===== config.mk =====
export PLATFORM = sky130hd
export DESIGN_NAME = spm_driver_flat
export DESIGN_NICKNAME = d
export VERILOG_FILES = /design/src/rtl/spm_driver_if.sv /design/src/rtl/spm_driver.sv /design/src/flat_wrapper.sv
export SDC_FILE = /design/constraint.sdc
export NUM_CORES = 1
export LEC_CHECK = 0
export CORE_MARGIN = 8
export CORE_UTILIZATION = 44
export DETAILED_ROUTE_END_ITERATION = 6
export GPL_TIMING_DRIVEN = 0
export PLACE_DENSITY = 0.75
export REMOVE_ABC_BUFFERS = 1
export SETUP_SLACK_MARGIN = 0.2
export SLEW_MARGIN = 10
export SYNTH_ARGS = -nofsm -noshare
export SYNTH_HDL_FRONTEND = slang
export SYNTH_SLANG_ARGS = --single-unit

===== constraint.sdc =====
create_clock -name clk -period 1.66 [get_ports clk]
set_input_delay 0.249 -clock clk [delete_from_list [all_inputs] [get_ports clk]]
set_output_delay 0.249 -clock clk [all_outputs]
set_load 0.01 [all_outputs]

===== src/rtl/spm_driver_if.sv =====
// Bus bundle between the spm driver, its host and the serial-parallel multiplier core.
interface spm_driver_if #(
    parameter int unsigned WIDTH = 8
);
    logic                   in_valid;
    logic                   in_ready;
    logic [WIDTH-1:0]       in_x;
    logic [WIDTH-1:0]       in_y;
    logic                   out_valid;
    logic                   out_ready;
    logic [2*WIDTH-1:0]     out_p;
    logic [WIDTH-1:0]       spm_x;
    logic                   spm_y;
    logic                   spm_clr;
    logic                   spm_p;

    // Driver side: accepts operands, returns products, drives the core.
    modport master (
        input  in_valid, in_x, in_y, out_ready, spm_p,
        output in_ready, out_valid, out_p, spm_x, spm_y, spm_clr
    );

    // Environment side: host plus core.
    modport slave (
        output in_valid, in_x, in_y, out_ready, spm_p,
        input  in_ready, out_valid, out_p, spm_x, spm_y, spm_clr
    );
endinterface


===== src/rtl/spm_driver.sv =====
// spm_driver: feeds a serial-parallel multiplier core one product at a time.
// The multiplier is shifted out LSB first and the serial product is collected
// into a 2*WIDTH-bit result returned over a valid/ready handshake.
module spm_driver #(
    parameter int unsigned WIDTH    = 8,
    parameter int unsigned CORE_LAT = 1
) (
    input  logic         clk,
    input  logic         rst,
    spm_driver_if.master bus
);
    localparam int unsigned NumShift = 2 * WIDTH + CORE_LAT;
    localparam int unsigned CntW     = $clog2(NumShift + 1);

    localparam logic [CntW-1:0] CntLast  = CntW'(NumShift - 1);
    localparam logic [CntW-1:0] CntLat   = CntW'(CORE_LAT);
    localparam logic [CntW-1:0] CntWidth = CntW'(WIDTH);
    localparam logic [CntW-1:0] CntOne   = CntW'(1);

    typedef enum logic [1:0] {StIdle, StClear, StShift, StDone} state_e;

    state_e             state_q;
    logic [CntW-1:0]    cnt_q;
    logic [CntW-1:0]    cnt_inc;
    logic [WIDTH-1:0]   x_q;
    logic [WIDTH-1:0]   y_sh_q;
    logic [2*WIDTH-1:0] p_sh_q;
    logic               in_ready_q;
    logic               out_valid_q;
    logic               spm_y_q;
    logic               spm_clr_q;

    assign cnt_inc = cnt_q + CntOne;

    // Control FSM; every output is a register so nothing depends combinationally on inputs.
    // spm_y is registered, so it is loaded one cycle ahead from y_sh (bit 1 is the
    // bit due next cycle, which is why WIDTH must be at least 2).
    always_ff @(posedge clk or posedge rst) begin
        if (rst) begin
            state_q     <= StIdle;
            cnt_q       <= '0;
            x_q         <= '0;
            y_sh_q      <= '0;
            p_sh_q      <= '0;
            in_ready_q  <= 1'b1;
            out_valid_q <= 1'b0;
            spm_y_q     <= 1'b0;
            spm_clr_q   <= 1'b0;
        end else begin
            unique case (state_q)
                StIdle: begin
                    if (bus.in_valid) begin
                        x_q        <= bus.in_x;
                        y_sh_q     <= bus.in_y;
                        p_sh_q     <= '0;
                        in_ready_q <= 1'b0;
                        spm_clr_q  <= 1'b1;
                        state_q    <= StClear;
                    end
                end
                StClear: begin
                    spm_clr_q <= 1'b0;
                    cnt_q     <= '0;
                    spm_y_q   <= y_sh_q[0];
                    state_q   <= StShift;
                end
                StShift: begin
                    y_sh_q <= y_sh_q >> 1;
                    // The first CORE_LAT cycles carry no product bit yet.
                    if (cnt_q >= CntLat) begin
                        p_sh_q <= {bus.spm_p, p_sh_q[2*WIDTH-1:1]};
                    end
                    if (cnt_q == CntLast) begin
                        spm_y_q     <= 1'b0;
                        out_valid_q <= 1'b1;
                        state_q     <= StDone;
                    end else begin
                        cnt_q   <= cnt_inc;
                        // Past WIDTH bits the multiplier is zero-extended.
                        spm_y_q <= (cnt_inc < CntWidth) ? y_sh_q[1] : 1'b0;
                    end
                end
                StDone: begin
                    if (bus.out_ready) begin
                        out_valid_q <= 1'b0;
                        in_ready_q  <= 1'b1;
                        state_q     <= StIdle;
                    end
                end
                default: state_q <= StIdle;
            endcase
        end
    end

    assign bus.in_ready  = in_ready_q;
    assign bus.out_valid = out_valid_q;
    assign bus.out_p     = p_sh_q;
    assign bus.spm_x     = x_q;
    assign bus.spm_y     = spm_y_q;
    assign bus.spm_clr   = spm_clr_q;

endmodule


===== src/flat_wrapper.sv =====
// flat-port wrapper written by rule: the top's interface ports become plain ports
module spm_driver_flat 
#(
    parameter int unsigned WIDTH    = 8,
    parameter int unsigned CORE_LAT = 1
)
  (clk, rst, bus_in_valid, bus_in_x, bus_in_y, bus_out_ready, bus_spm_p, bus_in_ready, bus_out_valid, bus_out_p, bus_spm_x, bus_spm_y, bus_spm_clr);
  spm_driver_if #(.WIDTH(WIDTH)) bus_i ();
  input  logic clk;
  input  logic rst;
  input wire logic [$bits(bus_i.in_valid)-1:0] bus_in_valid;
  input wire logic [$bits(bus_i.in_x)-1:0] bus_in_x;
  input wire logic [$bits(bus_i.in_y)-1:0] bus_in_y;
  input wire logic [$bits(bus_i.out_ready)-1:0] bus_out_ready;
  input wire logic [$bits(bus_i.spm_p)-1:0] bus_spm_p;
  output wire logic [$bits(bus_i.in_ready)-1:0] bus_in_ready;
  output wire logic [$bits(bus_i.out_valid)-1:0] bus_out_valid;
  output wire logic [$bits(bus_i.out_p)-1:0] bus_out_p;
  output wire logic [$bits(bus_i.spm_x)-1:0] bus_spm_x;
  output wire logic [$bits(bus_i.spm_y)-1:0] bus_spm_y;
  output wire logic [$bits(bus_i.spm_clr)-1:0] bus_spm_clr;
  assign bus_i.in_valid = bus_in_valid;
  assign bus_i.in_x = bus_in_x;
  assign bus_i.in_y = bus_in_y;
  assign bus_i.out_ready = bus_out_ready;
  assign bus_i.spm_p = bus_spm_p;
  assign bus_in_ready = bus_i.in_ready;
  assign bus_out_valid = bus_i.out_valid;
  assign bus_out_p = bus_i.out_p;
  assign bus_spm_x = bus_i.spm_x;
  assign bus_spm_y = bus_i.spm_y;
  assign bus_spm_clr = bus_i.spm_clr;
  spm_driver #(.WIDTH(WIDTH), .CORE_LAT(CORE_LAT)) u_core (.clk(clk), .rst(rst), .bus(bus_i));
endmodule

==> impl_results.md, run 1 <==
- Cell Pwr Density: 1740 nW/um^2
- Largest net degree at the start of global routing: 36
- Worst-path clk slew: 0.09 ns
- Antenna-violating nets left: 0
- MaxCap Viol Count: 0
- Vias: 1568
- Most frequent cell after synthesis: dfrtp_1
- Synth Warn #: 0
- Share of post-route cells with drive strength above 1: 0.238
- Post-route cell area: 3040 um^2
- Footprint of the multi-input gates: 980 um^2
- Nature of the critical path startpoint: flop
- # IOs: 49
- Max Slew Vio Count: 0
- Wire per inst: 15.8 um
- # clock sinks: 43
- Clk_lat worst skew: 0.30 ns
- RR Endpoint: u_core.bus.out_p[2]$_DFFE_PP0P_
- Final Cycle Share: 1.02
- R2R Path Start: u_core.cnt_q[0]$_DFFE_PP0P_
- Area post-placement: 2580 um^2
- Clk buf depth: 2
- Minimum clock period: 1.69 ns
- TritonCTS Buffers: 5
- Synthesis-to-finish area growth: 48.3%
- Most frequent cells after synthesis: 42 x dfrtp_1, 28 x nand2_1, 27 x mux2i_1
- Placed insts: 281
- Yosys reg bits: 43
- Clock root cell: clkbuf_8
- Sequential area share after synthesis: 0.525
- CP Data Required Time: 1.88 ns
- Clock share of power: 0.127
- Share of power burned in registers: 0.317
- First-pass iteration count of the detailed router: 4
- Crit end category: flop
- Hold-fix buffers, CTS: 0
- Final GP Congestion: 0.711
- Register area: 1080 um^2
- Mapped Avg Cell Area: 11.1 um^2
- Port Buf Inserts: 48
- Synth top area share: 0.513
- Worst-path fanout max: 16
- Comb pwr share: 0.556
- Max Clock Freq: 0.591 GHz
- First-pass GRT wire length: 8050 um
- 1st-iter DRT viols: 41
- Diodes inserted: 0
- Post-place setup slack: -1.07 ns
- Main synth FF type: dfrtp_1
- Vias per cell: 5.06
- WL final: 4890 um
- Violated checks: negative setup slack
- Die area: 7100 um^2
- Worst VDD drop: 0.000978 V
- Core box area: 4600 um^2
- Final setup skew: 0.00768 ns
- RSZ-0062 raised after global routing: yes
- Count of final setup violators: 16
- Final setup TNS: -0.380 ns
- Power Total: 5.28 mW
- Num rows: 25
- Number of fill cells: 370
- Vias in the first global route: 1723
- Leak: 1.45 nW
- Cells after synthesis: 185
- Mapped cell area: 2050 um^2
- Ys async rst share: 1.00
- FF-to-FF setup slack: -0.03 ns
- Worst Hold Class: input pin to asynchronous set/reset pin
- Dpl hpwl: 2980 um
- Remaining DRCs: 0
- Nets: 283
- Sw Share: 0.367
- Top cells by area, synth: dfrtp_1 51%, mux2i_1 13%, mux2_2 5.5%, nand2_1 5.1%, ha_1 4.3%
- Initial Util: 0.446
- Chip height: 84.3 um
- Setup WS post-layout: -0.0333 ns
- Worst Tran Pin Value: 0.478 ns
- Distinct cells, synth: 32
- Area leader, netlist: dfrtp_1
- CTS H-tree lvls: 2
- Setup CP Type: flop to flop
- CP Data Arrival Time: 1.92 ns
- Cell-internal power: 3.34 mW
- Total GRT Usage: 0.137
- Outcome: finished with violations
- Final count of hold timing violations: 0
- Rel. slew slack: 0.679
- CTS tree: done
- Initial antenna violation count: 0
- Layout Cells excl Fill: 310
- GRT overflow: 0
- Post-synth EDFFs: 0
- R2R depth: 6
- Sw Pwr: 1.94 mW
- Chip width: 84.3 um
-- power by group through the flow --
stage	Combinational [mW]	Clock (mW)	Sequential [mW]
2_1_floorplan	1.27	0	1.69
3_3_place_gp	1.97	0	1.64
3_5_place_dp	2.03	0	1.66
4_1_cts	2.58	0.683	1.64
5_1_grt	3.19	0.729	1.71
6_report	2.94	0.672	1.67
-- per-layer routing --
metal | share of wire | wire length (um) | GRT usage
met5 | 0 | 0 | 0
met4 | 0.015 | 75 | 0.0565
met2 | 0.50 | 2430 | 0.224
met3 | 0.047 | 232 | 0.0445
met1 | 0.44 | 2150 | 0.160
-- timing repair --
item                                    CTS  global route
cloned                                    0             1
pin swaps                                 3             1
buffers inserted                         14             6
endpoints found under the setup margin   61            45
resized for setup                        38            29
-- cells by family (layout without fill, tap and decap cells) --
group / Yosys count / in the layout / share of synthesized area
and+or+nand+nor: 43 / 43 / 0.102
adders and majority gates: 7 / 7 / 0.0427
AOI/OAI and AO/OA: 24 / 24 / 0.0738
xor gates and xnor gates: 1 / 1 / 0.00427
muxes: 38 / 38 / 0.193
buffers and inverters: 29 / 100 / 0.0586
DFF: 43 / 43 / 0.525
-- how the worst max path moves through the flow --
| stage | startpoint | end | slack [ns] | cells past startpoint |
|---|---|---|---|---|
| 6_report | u_core.cnt_q[0]$_DFFE_PP0P_ | u_core.bus.out_p[2]$_DFFE_PP0P_ | -0.03 | 6 |
| 5_1_grt | u_core.cnt_q[0]$_DFFE_PP0P_ | u_core.bus.out_p[14]$_DFFE_PP0P_ | -0.09 | 6 |
| 4_1_cts | u_core.cnt_q[0]$_DFFE_PP0P_ | u_core.bus.out_p[2]$_DFFE_PP0P_ | 0.10 | 6 |
| 3_5_place_dp | u_core.state_q[0]$_DFFE_PP0P_ | u_core.bus.out_p[2]$_DFFE_PP0P_ | -1.07 | 5 |
| 3_3_place_gp | u_core.state_q[0]$_DFFE_PP0P_ | u_core.bus.out_p[0]$_DFFE_PP0P_ | -1.68 | 5 |
| 2_1_floorplan | u_core.state_q[0]$_DFFE_PP0P_ | u_core.bus.out_p[14]$_DFFE_PP0P_ | -0.96 | 5 |
-- state kept, by name (all words and copies together), names as in the netlist --
signal	flops
u_core.bus.in_ready	1
u_core.bus.out_p	16
u_core.bus.out_valid	1
u_core.bus.spm_clr	1
u_core.bus.spm_x	8
u_core.bus.spm_y	1
u_core.cnt_q	5
u_core.state_q	2
u_core.y_sh_q	8
-- cell usage in the layout, fill, tap and decap left out, drive strengths merged --
cell type | Yosys | layout
a21oi | 4 | 4
dlymetal6s2s | 0 | 7
buf | 5 | 21
a22o | 1 | 1
nor3 | 1 | 1
o31ai | 1 | 1
a31oi | 1 | 1
nand3 | 5 | 5
inv | 22 | 22
dfrtp | 42 | 42
xnor2 | 1 | 1
clkinvlp | 0 | 1
clkbuf | 2 | 7
mux2i | 28 | 28
o32a | 1 | 1
nand2b | 1 | 1
nor3b | 1 | 1
a21o | 1 | 1
ha | 7 | 7
o21a | 1 | 1
a211oi | 1 | 1
and4 | 1 | 1
o21ai | 13 | 13
nand2 | 28 | 28
mux2 | 10 | 10
nand4bb | 1 | 1
dlygate4sd2 | 0 | 20
dfstp | 1 | 1
clkdlybuf4s50 | 0 | 21
clkinv | 0 | 1
nor4b | 1 | 1
nor2b | 4 | 4
-- cell type report --
| cell class | instances | area share |
|---|---|---|
| clock inverters | 2 | 0.00412 |
| multi-input cells | 113 | 0.322 |
| flip-flops and latches | 43 | 0.356 |
| clock buffers | 6 | 0.0239 |
| inverters | 22 | 0.0288 |
| well taps | 54 | 0.0222 |
| repair buffers | 70 | 0.243 |
-- critical path: stages, from the launching register on --
cell and delay, ns:
dfrtp_2 0.42, buf_4 0.16, ha_1 0.20, nor3_1 0.38, a21oi_4 0.12, buf_12 0.18, mux2i_1 0.17
-- stage by stage --
stage           util  hold WS [ns]
2_1_floorplan      -         0.395
6_report       0.661         0.175
3_3_place_gp   0.557         0.463
4_1_cts        0.624         0.176
5_1_grt        0.661         0.194
3_5_place_dp   0.562         0.469
(Power assumes the default switching activity.)
==> run 2, diff against run 1 <==
- SKIP_LAST_GASP: unset -> 1
==> results of run 2 <==
The final DEF is identical to that of run 1; final timing and power are the same.
==> run 3, diff against run 2 <==
--- a/config.mk
+++ b/config.mk
@@ -8,4 +8,5 @@
 export CORE_MARGIN = 8
 export CORE_UTILIZATION = 44
+export CTS_CLUSTER_SIZE = 8
 export DETAILED_ROUTE_END_ITERATION = 6
 export GPL_TIMING_DRIVEN = 0
==> constraint.sdc (replaced) <==
create_clock -name clk -period 1.66 [get_ports clk]
set_input_delay 0.332 -clock clk [delete_from_list [all_inputs] [get_ports clk]]
set_output_delay 0.332 -clock clk [all_outputs]
set_load 0.005 [all_outputs]
==> run 3 against run 2 <==
- the flow now finishes without violations
- final cell count up 6.5%
- non-clock buffer count up 20
- power down 3.5%
- combinational power down 4%
- critical path type unchanged
==> impl_results.md, run 3 (synthesis results as in run 1) <==
- Max Clock Freq: 0.626 GHz (+6.0%)
- Vias in the first global route: 1783 (+3.5%)
- Remaining DRCs: 0 (unchanged)
- Cell-internal power: 3.25 mW (-2.7%)
- MaxCap Viol Count: 0 (unchanged)
- Cell Pwr Density: 1650 nW/um^2 (-4.8%)
- TritonCTS Buffers: 5 (unchanged)
- Routed met3 length: 233 um (+0.43%)
- Crit end category: flop
- Worst VDD drop: 0.000900 V (-8.0%)
- Hold-fix buffers, CTS: 0 (unchanged)
- Leak: 1.48 nW (+1.7%)
- Clk buf depth: 2 (unchanged)
- Worst Hold Class: input pin to asynchronous set/reset pin
- First-pass iteration count of the detailed router: 4 (unchanged)
- Top Layer Used: met4
- Synthesis-to-finish area growth: 50.2%
- Dpl hpwl: 2980 um (unchanged)
- Largest net degree at the start of global routing: 36 (unchanged)
- Final count of hold timing violations: 0 (unchanged)
- Placed insts: 281 (unchanged)
- Core box area: 4600 um^2 (unchanged)
- Share of post-route cells with drive strength above 1: 0.293 (+0.0552)
- Minimum clock period: 1.60 ns (-0.0959 ns)
- Comb pwr share: 0.553 (-0.003)
- Sw Pwr: 1.84 mW (-5.0%)
- CTS H-tree lvls: 2 (unchanged)
- Initial antenna violation count: 0 (unchanged)
- Leading cell type in the layout, fill and taps excluded: dfrtp_1
- Vias: 1650 (+5.2%)
- Worst-path fanout max: 5 (-11)
- Clock root cell: clkbuf_8
- Rel. slew slack: 0.766 (+0.0871)
- Chip height: 84.3 um (unchanged)
- Port Buf Inserts: 48 (unchanged)
- # clock sinks: 43 (unchanged)
- Chip width: 84.3 um (unchanged)
- Outcome: finished clean
- Met2 wire length: 2670 um (+9.8%)
- Num rows: 25 (unchanged)
- # IOs: 49 (unchanged)
- Sw Share: 0.362 (-0.00557)
- Number of fill cells: 365 (-1.4%)
- 1st-iter DRT viols: 70 (+71%)
- Final setup skew: 0.00345 ns (-0.00423 ns)
- Diodes inserted: 0 (unchanged)
- Final Cycle Share: 0.962 (-0.0578)
- Utilization after layout: 0.670 (+0.00871)
- Setup CP Type: flop to flop
- Clock share of power: 0.129 (+0.002)
- Final GP Congestion: 0.711 (unchanged)
- Vias per cell: 5.00 (-1.1%)
- Max Slew Vio Count: 0 (unchanged)
- CTS tree: done
- Wire per inst: 15.3 um (-2.8%)
- Initial Util: 0.446 (unchanged)
- RSZ-0062 raised after global routing: yes
- Worst Tran Pin Value: 0.348 ns (-0.130 ns)
- GRT overflow: 0 (unchanged)
- Max FFs per register: 16 (unchanged)
- CP Data Arrival Time: 1.78 ns (-0.14 ns)
- Layout Cells excl Fill: 330 (+6.5%)
- Count of final setup violators: 0 (-16)
- Clk_lat worst skew: 0.29 ns (about the same)
- Most frequent cells in the layout: 40 x dfrtp_1, 37 x buf_4, 27 x nand2_1, 27 x mux2i_1, 27 x dlygate4sd2_1
- Die area: 7100 um^2 (unchanged)
- First-pass GRT wire length: 8200 um (+1.8%)
- CP Data Required Time: 1.84 ns (-0.04 ns)
- Total GRT Usage: 0.140 (+0.00324)
- Worst-path clk slew: 0.08 ns (about the same)
- Antenna-violating nets left: 0 (unchanged)
- WL final: 5060 um (+3.4%)
- Nets: 303 (+7.1%)
- Nature of the critical path startpoint: flop
- M1 wire length: 2080 um (-3.3%)
- Share of power burned in registers: 0.318 (about the same)
[run 3: cell types whose count changed in the layout (fill, tap and decap cells not counted), moves of 2 or more]
cell	before	now
buf_4	13	37
dlygate4sd2_1	20	27
dlymetal6s2s_1	7	0
buf_12	6	3
dfrtp_1	38	40
dfrtp_2	4	2
inv_2	3	5
inv_4	2	0
o21ai_1	2	0
[run 3: worst paths after layout]
path | startpoint | cells past startpoint | end | slack (ns)
worst max-delay path | u_core.state_q[0]$_DFFE_PP0P_ | 5 | u_core.state_q[1]$_DFFE_PP0P_ | 0.06
worst max register to register | u_core.state_q[0]$_DFFE_PP0P_ | 5 | u_core.state_q[1]$_DFFE_PP0P_ | 0.06
min in group clk | u_core.y_sh_q[0]$_DFFE_PP0P_ | 2 | u_core.y_sh_q[0]$_DFFE_PP0P_ | 0.48
worst min-delay path | rst | 2 | u_core.bus.out_p[13]$_DFFE_PP0P_ | 0.27
worst min register to register | u_core.y_sh_q[0]$_DFFE_PP0P_ | 2 | u_core.y_sh_q[0]$_DFFE_PP0P_ | 0.48
max in group asynchronous | rst | 3 | u_core.bus.in_ready$_DFFE_PP1P_ | 0.87
[run 3: final cells by class]
cell class / count / area (um^2) / area share
clock buffer: 6 / 72.6 / 0.0236
clock inverter: 2 / 12.5 / 0.00406
inverter: 22 / 82.6 / 0.0268
multi-input combinational: 113 / 963 / 0.313
sequential: 43 / 1080 / 0.351
tap: 54 / 67.6 / 0.0219
timing repair buffer: 90 / 802 / 0.260
[run 3: metrics by stage]
step | instance area (um^2) | TNS (ns) | hold WS (ns) | total power, mW | setup slack (ns)
2_1_floorplan | 2010 | -21.07 | 0.442 | 2.90 | -0.960
3_3_place_gp | 2560 | -67.59 | 0.463 | 3.55 | -1.68
3_5_place_dp | 2580 | -22.18 | 0.469 | 3.62 | -1.07
4_1_cts | 2950 | 0 | 0.259 | 4.76 | 0.0127
5_1_grt | 3080 | -0.0128 | 0.275 | 5.44 | -0.00707
6_report | 3080 | 0 | 0.269 | 5.09 | 0.0626
[run 3: worst max-delay path, cell delays in order, from the launching register on]
cell      delay, ns
dfrtp_2        0.42
buf_4          0.16
ha_4           0.17
nor2b_1        0.15
a211oi_2       0.26
mux2_4         0.33
[run 3: repair_timing]
action | CTS | global route
gates cloned | 0 | 0
pin swaps | 2 | 1
setup buffers | 28 | 13
setup endpoints to repair | 69 | 32
gates resized for setup | 46 | 11
[run 3: power groups by stage]
stage                     clock [mW]  combinational [mW]  sequential [mW]
after global routing           0.721                3.06             1.66
after floorplan                    0                1.27             1.63
after detailed placement           0                1.96             1.66
after global placement             0                1.91             1.64
final                          0.659                2.82             1.62
after CTS                      0.683                2.47             1.61
[run 3: per-layer routing]
metal	track usage	up-vias
li1	-	799
met1	0.158	801
met2	0.243	42
met3	0.0416	8
met4	0.0487	0
met5	0	-
